`config.mk`:
```
export PLATFORM = sky130hd
export DESIGN_NAME = key_stepper
export DESIGN_NICKNAME = d
export VERILOG_FILES = /design/src/rtl/key_stepper.sv
export SDC_FILE = /design/constraint.sdc
export NUM_CORES = 1
export LEC_CHECK = 0
export ABC_AREA = 1
export BUFFER_PORTS_ARGS = -buffer_cell sky130_fd_sc_hd__buf_2
export CORE_UTILIZATION = 50
export CTS_CLUSTER_DIAMETER = 30
export DETAILED_ROUTE_END_ITERATION = 8
export PLACE_DENSITY = 0.81
export SLEW_MARGIN = 10
export SYNTH_ARGS = -nofsm -noshare
export SYNTH_HDL_FRONTEND = slang
export SYNTH_SLANG_ARGS = --single-unit
```
`constraint.sdc`:
```
create_clock -name clk -period 4.1 [get_ports clk]
set_input_delay 0.41 -clock clk [delete_from_list [all_inputs] [get_ports clk]]
set_output_delay 0.41 -clock clk [all_outputs]
set_load 0.01 [all_outputs]
```
`src/rtl/key_stepper.sv`:
```
// key_stepper: debounced active-low keys -> saturating value with auto-repeat, clear and launch (optional KEY_ACCEL_EN: 4x step after 8 repeats).
// Latency: raw key edge to pressed is 2+DEBOUNCE_CYCLES cycles; value and go are registered one cycle after the decision.
// Backpressure: none; go is a single-cycle strobe and done is sampled every cycle.
module key_stepper #(
    parameter int WIDTH           = 12,
    parameter int MAX_VALUE       = 255,
    parameter int STEP            = 1,
    parameter int DEBOUNCE_CYCLES = 500000,
    parameter int REPEAT_DELAY    = 25000000,
    parameter int REPEAT_PERIOD   = 5000000
) (
    input  logic             clk,
    input  logic             reset,
    input  logic [3:0]       key_n,
    input  logic [WIDTH-1:0] load_value,
    input  logic             done,
    output logic [WIDTH-1:0] value,
    output logic             go,
    output logic [3:0]       pressed
);
    localparam int VW   = WIDTH + 1;
    localparam int DW   = $clog2(DEBOUNCE_CYCLES + 1);
    localparam int TMAX = (REPEAT_DELAY > REPEAT_PERIOD) ? REPEAT_DELAY : REPEAT_PERIOD;
    localparam int TW   = $clog2(TMAX + 1);
    localparam logic [VW-1:0]    MAXV  = VW'(MAX_VALUE);
    localparam logic [WIDTH-1:0] MAXW  = WIDTH'(MAX_VALUE);
    localparam logic [VW-1:0]    STEP1 = VW'(STEP);

    typedef enum logic [1:0] {IDLE, HOLD_DELAY, HOLD_REPEAT} state_t;

    logic [3:0]       r_sync1;
    logic [3:0]       r_sync2;
    logic [3:0]       r_pressed;
    logic [2:0]       r_prev;
    logic [DW-1:0]    r_db_cnt [4];
    state_t           r_state;
    state_t           w_state_nx;
    logic [TW-1:0]    r_timer;
    logic [TW-1:0]    w_timer_nx;
    logic             r_dir;
    logic             w_dir_nx;
    logic             w_step;
    logic [WIDTH-1:0] r_value;
    logic             r_go;

    logic [3:0]       w_level;
    logic             w_rise_inc;
    logic             w_rise_dec;
    logic             w_launch;
    logic             w_both;
    logic             w_active_up;
    logic [VW-1:0]    w_stepsz;
    logic [VW-1:0]    w_inc_sum;
    logic [WIDTH-1:0] w_inc_val;
    logic [WIDTH-1:0] w_dec_val;
    logic [WIDTH-1:0] w_load_val;

    assign w_level     = ~r_sync2;
    assign w_rise_inc  = r_pressed[0] & ~r_prev[0];
    assign w_rise_dec  = r_pressed[1] & ~r_prev[1];
    assign w_launch    = r_pressed[3] & ~r_prev[2];
    assign w_both      = r_pressed[0] & r_pressed[1];
    assign w_active_up = r_dir ? r_pressed[1] : r_pressed[0];

    // Counter only runs while the synced level disagrees with the debounced one.
    always_ff @(posedge clk or posedge reset) begin
        if (reset) begin
            r_sync1   <= 4'hF;
            r_sync2   <= 4'hF;
            r_pressed <= '0;
            r_prev    <= '0;
            for (int k = 0; k < 4; k++) r_db_cnt[k] <= '0;
        end else begin
            r_sync1 <= key_n;
            r_sync2 <= r_sync1;
            r_prev  <= {r_pressed[3], r_pressed[1], r_pressed[0]};
            for (int k = 0; k < 4; k++) begin
                if (w_level[k] == r_pressed[k]) begin
                    r_db_cnt[k] <= '0;
                end else if (r_db_cnt[k] == DW'(DEBOUNCE_CYCLES - 1)) begin
                    r_db_cnt[k]  <= '0;
                    r_pressed[k] <= w_level[k];
                end else begin
                    r_db_cnt[k] <= r_db_cnt[k] + 1'b1;
                end
            end
        end
    end

    always_ff @(posedge clk or posedge reset) begin
        if (reset) begin
            r_state <= IDLE;
            r_timer <= '0;
            r_dir   <= 1'b0;
        end else begin
            r_state <= w_state_nx;
            r_timer <= w_timer_nx;
            r_dir   <= w_dir_nx;
        end
    end

    always_comb begin
        w_state_nx = r_state;
        w_timer_nx = r_timer;
        w_dir_nx   = r_dir;
        w_step     = 1'b0;
        case (r_state)
            IDLE: begin
                if ((w_rise_inc ^ w_rise_dec) && !w_both) begin
                    w_step     = 1'b1;
                    w_dir_nx   = w_rise_dec;
                    w_state_nx = HOLD_DELAY;
                    w_timer_nx = '0;
                end
            end
            HOLD_DELAY: begin
                if (!w_active_up || w_both) begin
                    w_state_nx = IDLE;
                    w_timer_nx = '0;
                end else if (r_timer == TW'(REPEAT_DELAY - 1)) begin
                    w_step     = 1'b1;
                    w_state_nx = HOLD_REPEAT;
                    w_timer_nx = '0;
                end else begin
                    w_timer_nx = r_timer + 1'b1;
                end
            end
            HOLD_REPEAT: begin
                if (!w_active_up || w_both) begin
                    w_state_nx = IDLE;
                    w_timer_nx = '0;
                end else if (r_timer == TW'(REPEAT_PERIOD - 1)) begin
                    w_step     = 1'b1;
                    w_timer_nx = '0;
                end else begin
                    w_timer_nx = r_timer + 1'b1;
                end
            end
            default: begin
                w_state_nx = IDLE;
                w_timer_nx = '0;
            end
        endcase
    end

`ifdef KEY_ACCEL_EN
    localparam logic [VW-1:0] STEP4 = VW'(4 * STEP);
    logic [3:0] r_acc_cnt;
    logic       w_rep_step;

    assign w_rep_step = w_step && (r_state == HOLD_REPEAT);

    // Counts repeat steps in the current hold; saturates once acceleration kicks in.
    always_ff @(posedge clk or posedge reset) begin
        if (reset) begin
            r_acc_cnt <= '0;
        end else if (r_state == IDLE) begin
            r_acc_cnt <= '0;
        end else if (w_rep_step && (r_acc_cnt != 4'd8)) begin
            r_acc_cnt <= r_acc_cnt + 1'b1;
        end
    end

    assign w_stepsz = (r_acc_cnt == 4'd8) ? STEP4 : STEP1;
`else
    assign w_stepsz = STEP1;
`endif

    assign w_inc_sum  = {1'b0, r_value} + w_stepsz;
    assign w_inc_val  = (w_inc_sum > MAXV) ? MAXW : w_inc_sum[WIDTH-1:0];
    assign w_dec_val  = ({1'b0, r_value} < w_stepsz) ? '0 : (r_value - w_stepsz[WIDTH-1:0]);
    assign w_load_val = ({1'b0, load_value} > MAXV) ? MAXW : load_value;

    // go fires on every launch press, even when done or clear owns the value write.
    always_ff @(posedge clk or posedge reset) begin
        if (reset) begin
            r_value <= '0;
            r_go    <= 1'b0;
        end else begin
            r_go <= w_launch;
            if (done || r_pressed[2]) begin
                r_value <= '0;
            end else if (w_launch) begin
                r_value <= w_load_val;
            end else if (w_step) begin
                r_value <= w_dir_nx ? w_dec_val : w_inc_val;
            end
        end
    end

    assign value   = r_value;
    assign go      = r_go;
    assign pressed = r_pressed;
endmodule

```
### Word level (Yosys, flattened, before mapping)

Cells that the tools add are included.

* flip-flop bits (word level): 132
* latch bits: 0
* RAM bits: 0
* ROM bits: 0
* memories: 0

* $add $sub $neg: 7
* $mul: 0
* div/mod/pow operators: 0
* $lt $le $gt $ge: 3
* equality and inequality tests: 15
* shift-type cells: 0
* mux-type cells: 35
* bitwise gates (word level): 13
* reduce and logical (&&, ||, !) cells: 12

Operator list (count)
* $mux W19: 8
* $mux W25: 5
* $mux W12: 7
* $add A19 B1 Y19 const B: 4
* $eq A19 B19 Y1 const B: 4
* $pmux W25 S3: 1
* $add A25 B1 Y25 const B: 1
* $eq A25 B23 Y1 const B: 1
* $eq A25 B25 Y1 const B: 1
* $add A12 B1 Y13 const B: 1
* $gt A13 B8 Y1 const B: 1
* $gt A12 B8 Y1 const B: 1
* $lt A12 B1 Y1 const B: 1
* $sub A12 B1 Y12 const B: 1
* $mux W1: 8
* $mux W2: 4
* $reduce_and A2 Y1: 4
* $not A1 Y1: 7
* $pmux W2 S3: 1
* $and A1 B1 Y1: 4
* $eq A1 B1 Y1: 4
* $ne A2 B2 Y1 const B: 2
* $not A4 Y4: 1
* $ne A3 B3 Y1 const B: 1
* 10 further kinds: 12

### Depth between registers and ports, before layout

Gate-level depths: netlist (run 1).

* word-level depth: 10
* gate-level depth with buffers: 14
* gate-level depth less buffers: 13

### Least setup slack after synthesis (run 1)

No wires, ideal clock.

* path type: register -> register
* from: register r_value[0], in the netlist value[0]
* to: register r_value[5], in the netlist value[5]
* data arrival time: 1.711 ns
* required time: 3.983 ns
* slack: 2.271 ns
* stages on the path, launching flop included: 13
* period minus slack after synthesis: 1.829 ns
* cells stage by stage: dfrtp_1 > buf_4 > inv_1 > ha_1 > nand3_1 > nor2_1 > nand2_1 > inv_2 > nor2_1 > a21oi_1 > nand2_1 > nand3_1 > nand2_1

* cells in the longest elaborated chain, start to end: 7
* elaborated cells between the ends (all ways): 10
* classes of those cells: add/sub (2); order compare (2); mux (6)

Ends and longest elaborated chain
* start, declared: line 43 `logic [WIDTH-1:0] r_value;`
* start signal, assigned: line 184 `r_value <= w_load_val;`
* start signal, assigned: line 186 `r_value <= w_dir_nx ? w_dec_val : w_inc_val;`
* $add A12 B1 Y13: line 169 `assign w_inc_sum = {1'b0, r_value} + w_stepsz;`
* $gt A13 B8 Y1: line 170 `assign w_inc_val = (w_inc_sum > MAXV) ? MAXW : w_inc_sum[WIDTH-1:0];`
* $mux W12: line 170
* $mux W12 (*): line 186
* $mux W12 (*): line 185 `end else if (w_step) begin`
* $mux W12 (*): line 183 `end else if (w_launch) begin`
* $mux W12 (*): line 181 `if (done || r_pressed[2]) begin`

Mark *: on every way between the ends. The rest lies on a longest branch, timed or not. The select of a mux whose other input is x is not followed.
A chain may end at the register's enable or synchronous reset.

### Worst setup path after layout (run 1)

* from: register r_pressed[2], in the netlist pressed[2]
* to: register r_value[0], in the netlist value[0]

* cells in the longest elaborated chain, start to end: 2
* elaborated cells between the ends (all ways): 3
* classes of those cells: mux (1); reduce/logical (2)

Ends and longest elaborated chain
* start, declared: line 33 `logic [3:0] r_pressed;`
* start signal, assigned by index: line 82 `r_pressed[k] <= w_level[k];`
* $logic_or A1 B1 Y1 (*): line 181
* $reduce_bool A3 Y1 (no line) / $mux W12 (equally long branches)

Mark *: on every way between the ends. The rest lies on a longest branch, timed or not.

==> flow_metrics.tcl, run 1 <==
set metrics [dict create \
    synthTopCellsByArea "dfrtp_1 40%, nand2_1 9.4%, nor2_1 7.3%, inv_1 6.2%, nand3_1 4.9%" \
    drcViolationCount 0 \
    clk_pin_slew_ns 0.05 \
    wire_per_inst_um 13.09 \
    whs_endpoint "r_sync1[0]" \
    seq_area_um2 3313 \
    clk_path_buf_depth 2 \
    yosysTopAreaCell "dfrtp_1" \
    cts_inserted_buffers 17 \
    ys_top_cells_by_count "193 x nand2_1, 150 x nor2_1, 127 x inv_1, 124 x dfrtp_1, 75 x nand3_1" \
    layout.nets 1072 \
    slew_viol_final 0 \
    yosys_warnings 0 \
    cp.depth 6 \
    layout-drive-gt1-share 0.1225 \
    clock-sinks 132 \
    setup_viol 0 \
    antenna_left 0 \
    fp.dieW_um 126.1 \
    cp_top_family "simple AND/OR/NAND/NOR gates" \
    placement.io_buffers 35 \
    cp-end-kind "register" \
    clk_latency_ns 0.42 \
    hold_buffers 0 \
    period_share 0.6133 \
    antenna_found_initial 0 \
    cts_setup_buffers 0 \
    synth_cell_types 46 \
    viasPerCell 5.406 \
    hold_viol 0 \
    min-delay-start "key_n[0]" \
    syn_inst 1002 \
    crit_chain "nor2_1, inv_1, nor2_1, nand2_1, nand3_1, nand2_1" \
    cp_slowest_cell "nor2_1" \
    worstRegToRegCells 6 \
    gp_congestion 0.8659 \
    max_freq_mhz 397.7 \
    antenna_cells 0 \
    ios 36 \
    final_util 0.5818 \
    vias 6687 \
    path_max_fanout 20 \
    drt_iter0_markers 562 \
    area_growth_pct 11.45 \
    holdPathStages 1 \
    fin_tns_setup_ns 0 \
    wl_um 16190 \
    grt.overflow.total 0 \
    hold_class "in -> reg" \
    htree_levels 4 \
    netlist.area_leader.share 0.4029 \
    grt_max_degree 115 \
    syn-cell-area_um2 7702 \
    synthArstFlopShare 1.000 \
    cts_tree "yes" \
    powerDensity_nw_per_um2 340.9 \
    ys_seq_elements 132 \
    yosysMostFrequentCell "nand2_1" \
    multiInputGateArea_um2 3806 \
    required_ns 4.40 \
    initial_core_util 0.5220 \
    cts_root_buf "clkbuf_16" \
    die_area_um2 15910 \
    cp-start-kind "register" \
    rows 44 \
    rrSetupSlack_ns 1.59 \
    arrival_ns 2.82 \
    path_buf_inv 1 \
    vdd_drop_max_v 0.0002826 \
    syn_avg_cell_area_um2 7.687 \
    grt_pass1_vias 6437 \
    fillCellCount 1288 \
    status "finished, final reports clean" \
    core_area_um2 14750 \
    r2r_end "value[0]" \
    cts-resized-gates 0 \
    drt_first_pass_iters 5 \
    relSlewSlack 0.2337 \
    grt_use_total 0.2198 \
    max_stage_delay_ns 0.89 \
    grt_pass1_wl_um 28440 \
    placed_cells_incl_taps 1206 \
    die_h_um 126.1 \
    rr_startpoint "pressed[2]" \
    finalCriticalPeriod_ns 2.514 \
    rsz0062_at_grt "false" \
    fin_cells 1237 \
    synth-seq-area-share 0.4301 \
    tightest_slew_ns 1.145 \
    synth-edff-count 0 \
    dpl.hpwl_um 11290 \
    drv_cap 0 \
    p_leak_uw 0.003898 \
    path_class "reg -> reg" \
    clock_skew_ns 0.007626 \
    synth_flop_cell "dfrtp_1" \
    syn_nets 1033 \
]
-- cells in the final DEF, fill, tap and decap left out, types with 2 or more instances in the layout --
master     instances
nand3_1           75
o22ai_1            2
clkbuf_16         17
nor2_1           150
a21oi_1           51
clkinv_2           2
clkbuf_8           4
nand3_2            8
nor4_2             3
nand4_1           36
or2_0              2
dfstp_2            8
nand3b_1           3
nor3b_1            8
ha_1              12
inv_2              4
a31oi_1            2
nand2_1          193
nor2_4             4
o21ai_1            3
xor2_1            33
nor3_2             5
dfrtp_1          124
nand2_2            8
nor4_1            10
xnor2_1           15
nor3_1            32
nor2_2            17
buf_2             35
inv_1            126
o21ai_0           27
a21o_1             2
clkbuf_1           6
or2_2              2
o31ai_1            7
-- worst max-delay path by stage --
stage               slack [ns]       start        to
floorplan                 0.18       reset        go
global placement          1.61        done  value[8]
detailed placement        1.58        done  value[0]
CTS                       1.62  pressed[2]  value[0]
global route              1.33  pressed[2]  value[5]
finish                    1.59  pressed[2]  value[0]
-- per-layer routing --
metal  part of all wire  wire (um)  track usage
met1               0.46       7479       0.2840
met2               0.48       7697       0.3633
met3              0.046        749      0.04163
met4              0.016        262      0.09001
met5                  0          0            0
-- state kept, by name, summed over array words and instances (netlist names) --
register	count
r_db_cnt	76
r_timer	25
value	12
pressed	4
r_sync1	4
r_sync2	4
r_prev	3
r_state	2
go	1
r_dir	1
-- power breakdown --
part / switching [uW] / internal (uW) / total [uW]
logic: 108 / 52.2 / 161
clock network: 528 / 894 / 1420
registers: 19.4 / 1320 / 1340
total: 656 / 2270 / 2930
-- through the flow --
stage                     area, um^2  total power (uW)  hold slack, ns  setup slack, ns
after floorplan                 7702              1481          0.3452           0.1772
after global placement          8033              1524          0.3459            1.608
after detailed placement        8033              1526          0.3508            1.579
after CTS                       8584              2949         0.07635            1.617
after global routing            8584              3035         0.07490            1.326
final                           8584              2926         0.08764            1.586
-- worst register-to-register path: stages, from the launching register on --
cell	delay, ns
dfrtp_1	0.41
nor2_1	0.49
inv_1	0.15
nor2_1	0.89
nand2_1	0.26
nand3_1	0.15
nand2_1	0.06
-- kinds of logic (layout without fill, tap and decap cells) --
| logic type | Yosys count | in the layout | synth area share |
|---|---|---|---|
| AO/OA/AOI/OAI | 98 | 98 | 0.06904 |
| XOR/XNOR | 48 | 48 | 0.05458 |
| buffers and inverters | 148 | 199 | 0.07570 |
| flip-flops | 132 | 132 | 0.4301 |
| AND/OR/NAND/NOR | 564 | 564 | 0.3510 |
| adder cells (fa/ha/maj) | 12 | 12 | 0.01949 |
-- final cells by class --
class / instances / share of cell area
multi-input cells: 722 / 0.4434
flip-flops and latches: 132 / 0.3859
clock buffers: 27 / 0.05859
inverters: 132 / 0.05830
well taps: 184 / 0.02682
repair buffers: 36 / 0.02128
clock inverters: 4 / 0.005684
No activity file was read; power rests on OpenSTA's default activity.
==> run 2: changes to the inputs <==
Settings changed: ABC_AREA 1 to 0, PLACE_DENSITY 0.81 to 0.78.
Clock period 4.1 ns to 2.6 ns, I/O delays scaled along.
==> run 2 against run 1 <==
Clock power is 89% higher. Clock skew up 0.0020 ns. Cell count shrank 20%. Sequential power grew 57%. Critical path depth is 1 higher. Global-route usage decreased by 0.34 points. Setup slack worse by 1.4 ns. Sequential share of layout area is 1.9 points higher. Maximum frequency is 4.1% higher. Largest power group unchanged.
==> flow_metrics.tcl, run 2 <==
set metrics [dict create \
    cp-end-kind "register" \
    yosys_warnings 0 \
    synthTopCellsByArea "dfrtp_1 45%, xor2_1 7.6%, nor2_1 7.2%, xnor2_1 3.9%, nand3_1 3.9%" \
    seq_power_share 0.420 \
    drt_first_pass_iters 5 \
    wire_per_inst_um 14.47 \
    cp_slowest_cell "or4_1" \
    max_stage_delay_ns 0.57 \
    synth_compound_area_frac 0.08665 \
    grt_max_degree 48 \
    clk_path_buf_depth 2 \
    met3_usage 0.04325 \
    yosysMostFrequentCell "nor2_1" \
    synth-simple-area-share 0.2627 \
    initial_core_util 0.5182 \
    grt_pass1_wl_um 24610 \
    slew_viol_final 0 \
    grt.overflow.total 0 \
    yosysTopAreaCell "dfrtp_1" \
    arrival_ns 2.76 \
    path_class "reg -> reg" \
    viasPerCell 5.509 \
    cts_tree "yes" \
    layout_commonest_cell "nor2_1" \
    clkPwrFrac 0.534 \
    placement.io_buffers 35 \
    power_frac_comb 0.047 \
    fin_tns_setup_ns 0 \
    yosys-mux-area-fraction 0.005970 \
    layout_common_cells "132 x nor2_1, 124 x dfrtp_1, 60 x nand2_1, 60 x xor2_1, 53 x nand3_1" \
    drt_iter0_markers 561 \
    synth-seq-area-share 0.4790 \
    syn_nets 772 \
    placed_cells_incl_taps 958 \
    synth_top_family_by_area "simple AND/OR/NAND/NOR gates" \
    synth_flop_cell "dfrtp_1" \
    crit_chain "or4_1, nor4b_4, and3_1, a21oi_2, buf_4, or4_1, a21oi_1" \
    synthArstFlopShare 1.000 \
    rr_startpoint "r_timer[20]" \
    p_switching_uw 1080 \
    p_sw_frac 0.2144 \
    tightest_slew_ns 0.7172 \
    cpMostUsedCell "or4_1" \
    syn-cell-area_um2 6917 \
    setup.worst_path.start "r_timer[20]" \
    finalCriticalPeriod_ns 2.416 \
    dpl.hpwl_um 9751 \
    htree_levels 4 \
    multiInputGateArea_um2 3430 \
    clock_skew_ns 0.009595 \
    netlist.area_leader.share 0.4486 \
    cts_root_buf "clkbuf_16" \
    area_growth_pct 18.22 \
    cp-start-kind "register" \
    gp_congestion 0.9366 \
    hold_viol 0 \
    synth-edff-count 0 \
    finalPower_uw 5038 \
    antenna_cells 0 \
    fp.dieW_um 119.6 \
    core_area_um2 13350 \
    powerDensity_nw_per_um2 616.2 \
    largest_reg_flops 76 \
    grt_use_total 0.2164 \
    path_max_fanout 8 \
    rows 42 \
    clk_pin_slew_ns 0.06 \
    synth-adder-area-share 0.02171 \
    required_ns 2.94 \
    cp_top_family "simple AND/OR/NAND/NOR gates" \
    fin_cells 995 \
    busiest_layer "met2" \
    synth_xor_area_frac 0.1152 \
    drv_cap 0 \
    path_buf_inv 1 \
    fillCellCount 1176 \
    cts_inserted_buffers 17 \
    layout-drive-gt1-share 0.1514 \
    seq_area_um2 3313 \
    syn_inst 741 \
    hold_ws_ns 0.05831 \
    setup_viol 0 \
    antenna_left 0 \
    largest_register "r_db_cnt" \
    vdd_drop_max_v 0.0005223 \
    ios 36 \
    wl_um 14400 \
    p_int_uw 3958 \
    status "finished, final reports clean" \
    vias 5481 \
    min-delay-start "done" \
    grt_util_met2 0.3472 \
    clk_latency_ns 0.42 \
    ys_seq_elements 132 \
    layout.nets 837 \
    synth_cell_types 63 \
    p_leak_uw 0.003656 \
    use_met1 0.2851 \
    hold_class "in -> reg" \
    final_util 0.6126 \
    antenna_found_initial 0 \
    ys_top_cells_by_count "132 x nor2_1, 124 x dfrtp_1, 60 x nand2_1, 60 x xor2_1, 54 x nand3_1" \
    die_h_um 119.6 \
    die_area_um2 14310 \
    max_freq_mhz 413.9 \
    rsz0062_at_grt "false" \
    clock-sinks 132 \
    period_share 0.9292 \
    grt_pass1_vias 5292 \
    syn_avg_cell_area_um2 9.334 \
    relSlewSlack 0.5209 \
    drcViolationCount 0 \
]
## run 2: cell types whose count changed in the layout (fill, tap and decap cells not counted), sizes merged, moves of 8 or more
cell	change
a21oi	-29
and3	+14
buf	+27
inv	-106
nand2	-142
nand3	-30
nand4	-23
nor2	-38
nor3	-27
or4	+8
xnor2	+16
xor2	+27
## run 2: layout make-up
type	instances	area share
Timing Repair Buffer	68	0.05478
Sequential cell	132	0.4052
Tap cell	176	0.02693
Clock buffer	21	0.05754
Multi-Input combinational cell	562	0.4194
Inverter	25	0.01194
Clock inverter	11	0.02418
## run 2: cells by family after synthesis
family / after synthesis
AO/OA/AOI/OAI: 92
XOR/XNOR: 91
adder cells (fa/ha/maj): 12
buffers and inverters: 47
flip-flops: 132
multiplexers: 4
AND/OR/NAND/NOR: 363
## run 2: worst paths after layout
kind | endpoint | slack, ns | depth (start not counted)
worst max-delay path | value[10] | 0.18 | 7
worst min-delay path | value[2] | 0.06 | 2
worst max register to register | value[10] | 0.18 | 7
worst min register to register | r_sync2[0] | 0.36 | 0
max in group asynchronous | r_timer[10] | 1.24 | 4
min in group asynchronous | r_db_cnt[72] | 0.50 | 3
## run 2: power by group through the flow
stage                     registers (uW)  clock network, uW  logic (uW)
after floorplan                     2140                  0         151
after global placement              2150                  0         228
after detailed placement            2150                  0         230
after CTS                           2110               2720         237
after global routing                2120               2800         268
final                               2110               2690         235
## run 2: worst reg2reg max path, stage by stage, from the launching register on
cell and delay [ns]:
dfrtp_1 0.43, or4_1 0.57, nor4b_4 0.28, and3_1 0.21
a21oi_2 0.06, buf_4 0.15, or4_1 0.47, a21oi_1 0.16
## run 2: per-stage QoR
stage | setup slack, ns | cell area, um^2
global placement | 0.1340 | 7433
CTS | 0.05228 | 8152
floorplan | 0.1717 | 6920
detailed placement | 0.07749 | 7433
finish | 0.1840 | 8177
global route | 0.01381 | 8177
## run 2: per-layer routing
metal  vias up  routed length, um
li1       2709                  -
met4         0                253
met5         -                  0
met1      2594               6607
met3        31                641
met2       147               6897
## run 2: repair_timing
item / 4_1_cts / 5_1_grt
setup endpoints to repair: 0 / 13
hold endpoints to repair: 32 / 0
setup buffers: 0 / 0
hold buffers: 5 / 0
resized for setup: 0 / 6
==> run 3: changes to the inputs <==
Settings changed: CORE_UTILIZATION 50 to 61, GPL_TIMING_DRIVEN set to 0, PLACE_DENSITY 0.78 to 0.9.
==> run 3 against run 2 <==
Combinational power grew 6%. Cell count shrank 3.6%. Highest routed layer unchanged. Power shrank 9.4%. Register-to-register slack lost 0.17 ns. Non-clock buffer count grew 1. Die area shrank 18%. Setup slack lost 0.17 ns. Maximum frequency shrank 6.7%. Critical endpoint is now r_timer[24]. Sequential cell count is the same. Via count grew 6.2%.
==> flow_metrics.tcl, run 3 (same netlist as run 2, synthesis figures left out) <==
set metrics [dict create \
    hold_class "in -> reg" \
    die_h_um 108.5 \
    grt.overflow.total 0 \
    initial_core_util 0.6325 \
    antenna_cells 0 \
    gp_congestion 0.9238 \
    clock_skew_ns 0.006229 \
    fin_cells 959 \
    cts_inserted_buffers 17 \
    antenna_left 0 \
    fin_tns_setup_ns 0 \
    drt_iter0_markers 476 \
    drcViolationCount 0 \
    status "finished, final reports clean" \
    final_util 0.7397 \
    path_class "reg -> reg" \
    layout_commonest_cell "nor2_1" \
    clk_pin_slew_ns 0.06 \
    ios 36 \
    grt_pass1_vias 5818 \
    rsz0062_at_grt "true" \
    cp-start-kind "register" \
    hold_ws_ns 0.02045 \
    drt_first_pass_iters 5 \
    relSlewSlack 0.5123 \
    layout.nets 838 \
    antenna_found_initial 0 \
    die_area_um2 11770 \
    layout-drive-gt1-share 0.1587 \
    p_leak_uw 0.003620 \
    finalCriticalPeriod_ns 2.588 \
    wl_um 16280 \
    setup_viol 0 \
    rows 38 \
    grt_max_degree 42 \
    placement.io_buffers 35 \
    clk_path_buf_depth 2 \
    clk_latency_ns 0.42 \
    hold_viol 0 \
    arrival_ns 2.90 \
    vdd_drop_max_v 0.0004814 \
    grt_pass1_wl_um 26670 \
    largest_register "r_db_cnt" \
    dpl.hpwl_um 10420 \
    clock-sinks 132 \
    period_share 0.9955 \
    viasPerCell 6.071 \
    fillCellCount 720 \
    area_growth_pct 16.95 \
    max_freq_mhz 386.4 \
    slew_viol_final 0 \
    cts_root_buf "clkbuf_16" \
    required_ns 2.91 \
    vias 5822 \
    powerDensity_nw_per_um2 564.2 \
    largest_reg_flops 76 \
    layout_common_cells "130 x nor2_1, 122 x dfrtp_1, 59 x nand2_1, 59 x xor2_1, 52 x nand3_1" \
    wire_per_inst_um 16.97 \
    fp.dieW_um 108.5 \
    drv_cap 0 \
    placed_cells_incl_taps 919 \
    tightest_slew_ns 0.7300 \
    grt_use_total 0.2918 \
    path_max_fanout 8 \
    core_area_um2 10940 \
    cts_tree "yes" \
    cp-end-kind "register" \
    htree_levels 4 \
]
-- run 3: per-stage QoR --
stage,setup WS [ns],power (uW),cell area (um^2)
CTS,0.0002514,4571,8013
global route,-0.07357,4702,8089
floorplan,0.1717,2296,6920
finish,0.01172,4564,8089
global placement,-0.2103,2353,7271
detailed placement,-0.3668,2377,7331
-- run 3: final cells by class --
| cell class | instances | area (um^2) | area share |
|---|---|---|---|
| inverter | 25 | 97.59 | 0.01206 |
| clock buffer | 23 | 498.0 | 0.06156 |
| buffer | 20 | 96.34 | 0.01191 |
| timing repair buffer | 49 | 330.3 | 0.04084 |
| tap | 140 | 175.2 | 0.02166 |
| multi-input combinational | 562 | 3525 | 0.4357 |
| clock inverter | 8 | 51.30 | 0.006342 |
| sequential | 132 | 3316 | 0.4099 |
-- run 3: final timing paths --
check | cells past startpoint | to | slack (ns) | start
worst max-delay path | 8 | r_timer[24] | 0.01 | pressed[1]
worst min-delay path | 2 | value[2] | 0.02 | done
worst max register to register | 8 | r_timer[24] | 0.01 | pressed[1]
worst min register to register | 0 | r_sync2[3] | 0.35 | r_sync1[3]
max in group asynchronous | 4 | r_sync2[1] | 1.38 | reset
min in group asynchronous | 3 | r_db_cnt[67] | 0.52 | reset
-- run 3: per-layer routing --
| metal | share of wire | up-vias | GRT usage | wire length, um |
|---|---|---|---|---|
| li1 | - | 2709 | - | - |
| met1 | 0.40 | 2848 | 0.3511 | 6567 |
| met2 | 0.52 | 212 | 0.5032 | 8544 |
| met3 | 0.047 | 53 | 0.07233 | 770 |
| met4 | 0.024 | 0 | 0.1120 | 393 |
| met5 | 0 | - | 0 | 0 |
-- run 3: critical path, cell delays in order, from the launching register on --
cell and delay, ns:
dfrtp_2 0.44, or3b_4 0.42, and3_1 0.19, buf_6 0.14, or4_4 0.59, nor3_4 0.29, nand3_1 0.16, xor2_1 0.22
nor2_2 0.04
-- run 3: repair_timing --
action	CTS	global route
hold buffers	5	0
hold endpoints to repair	32	0
gates resized for setup	14	19
buffers inserted	4	2
endpoints found under the setup margin	32	49
pin swaps	1	4
-- run 3: report_power, final --
| part | internal, uW | switching, uW |
|---|---|---|
| clock network | 1330 | 869 |
| logic | 91.3 | 158 |
| registers | 2090 | 27.3 |
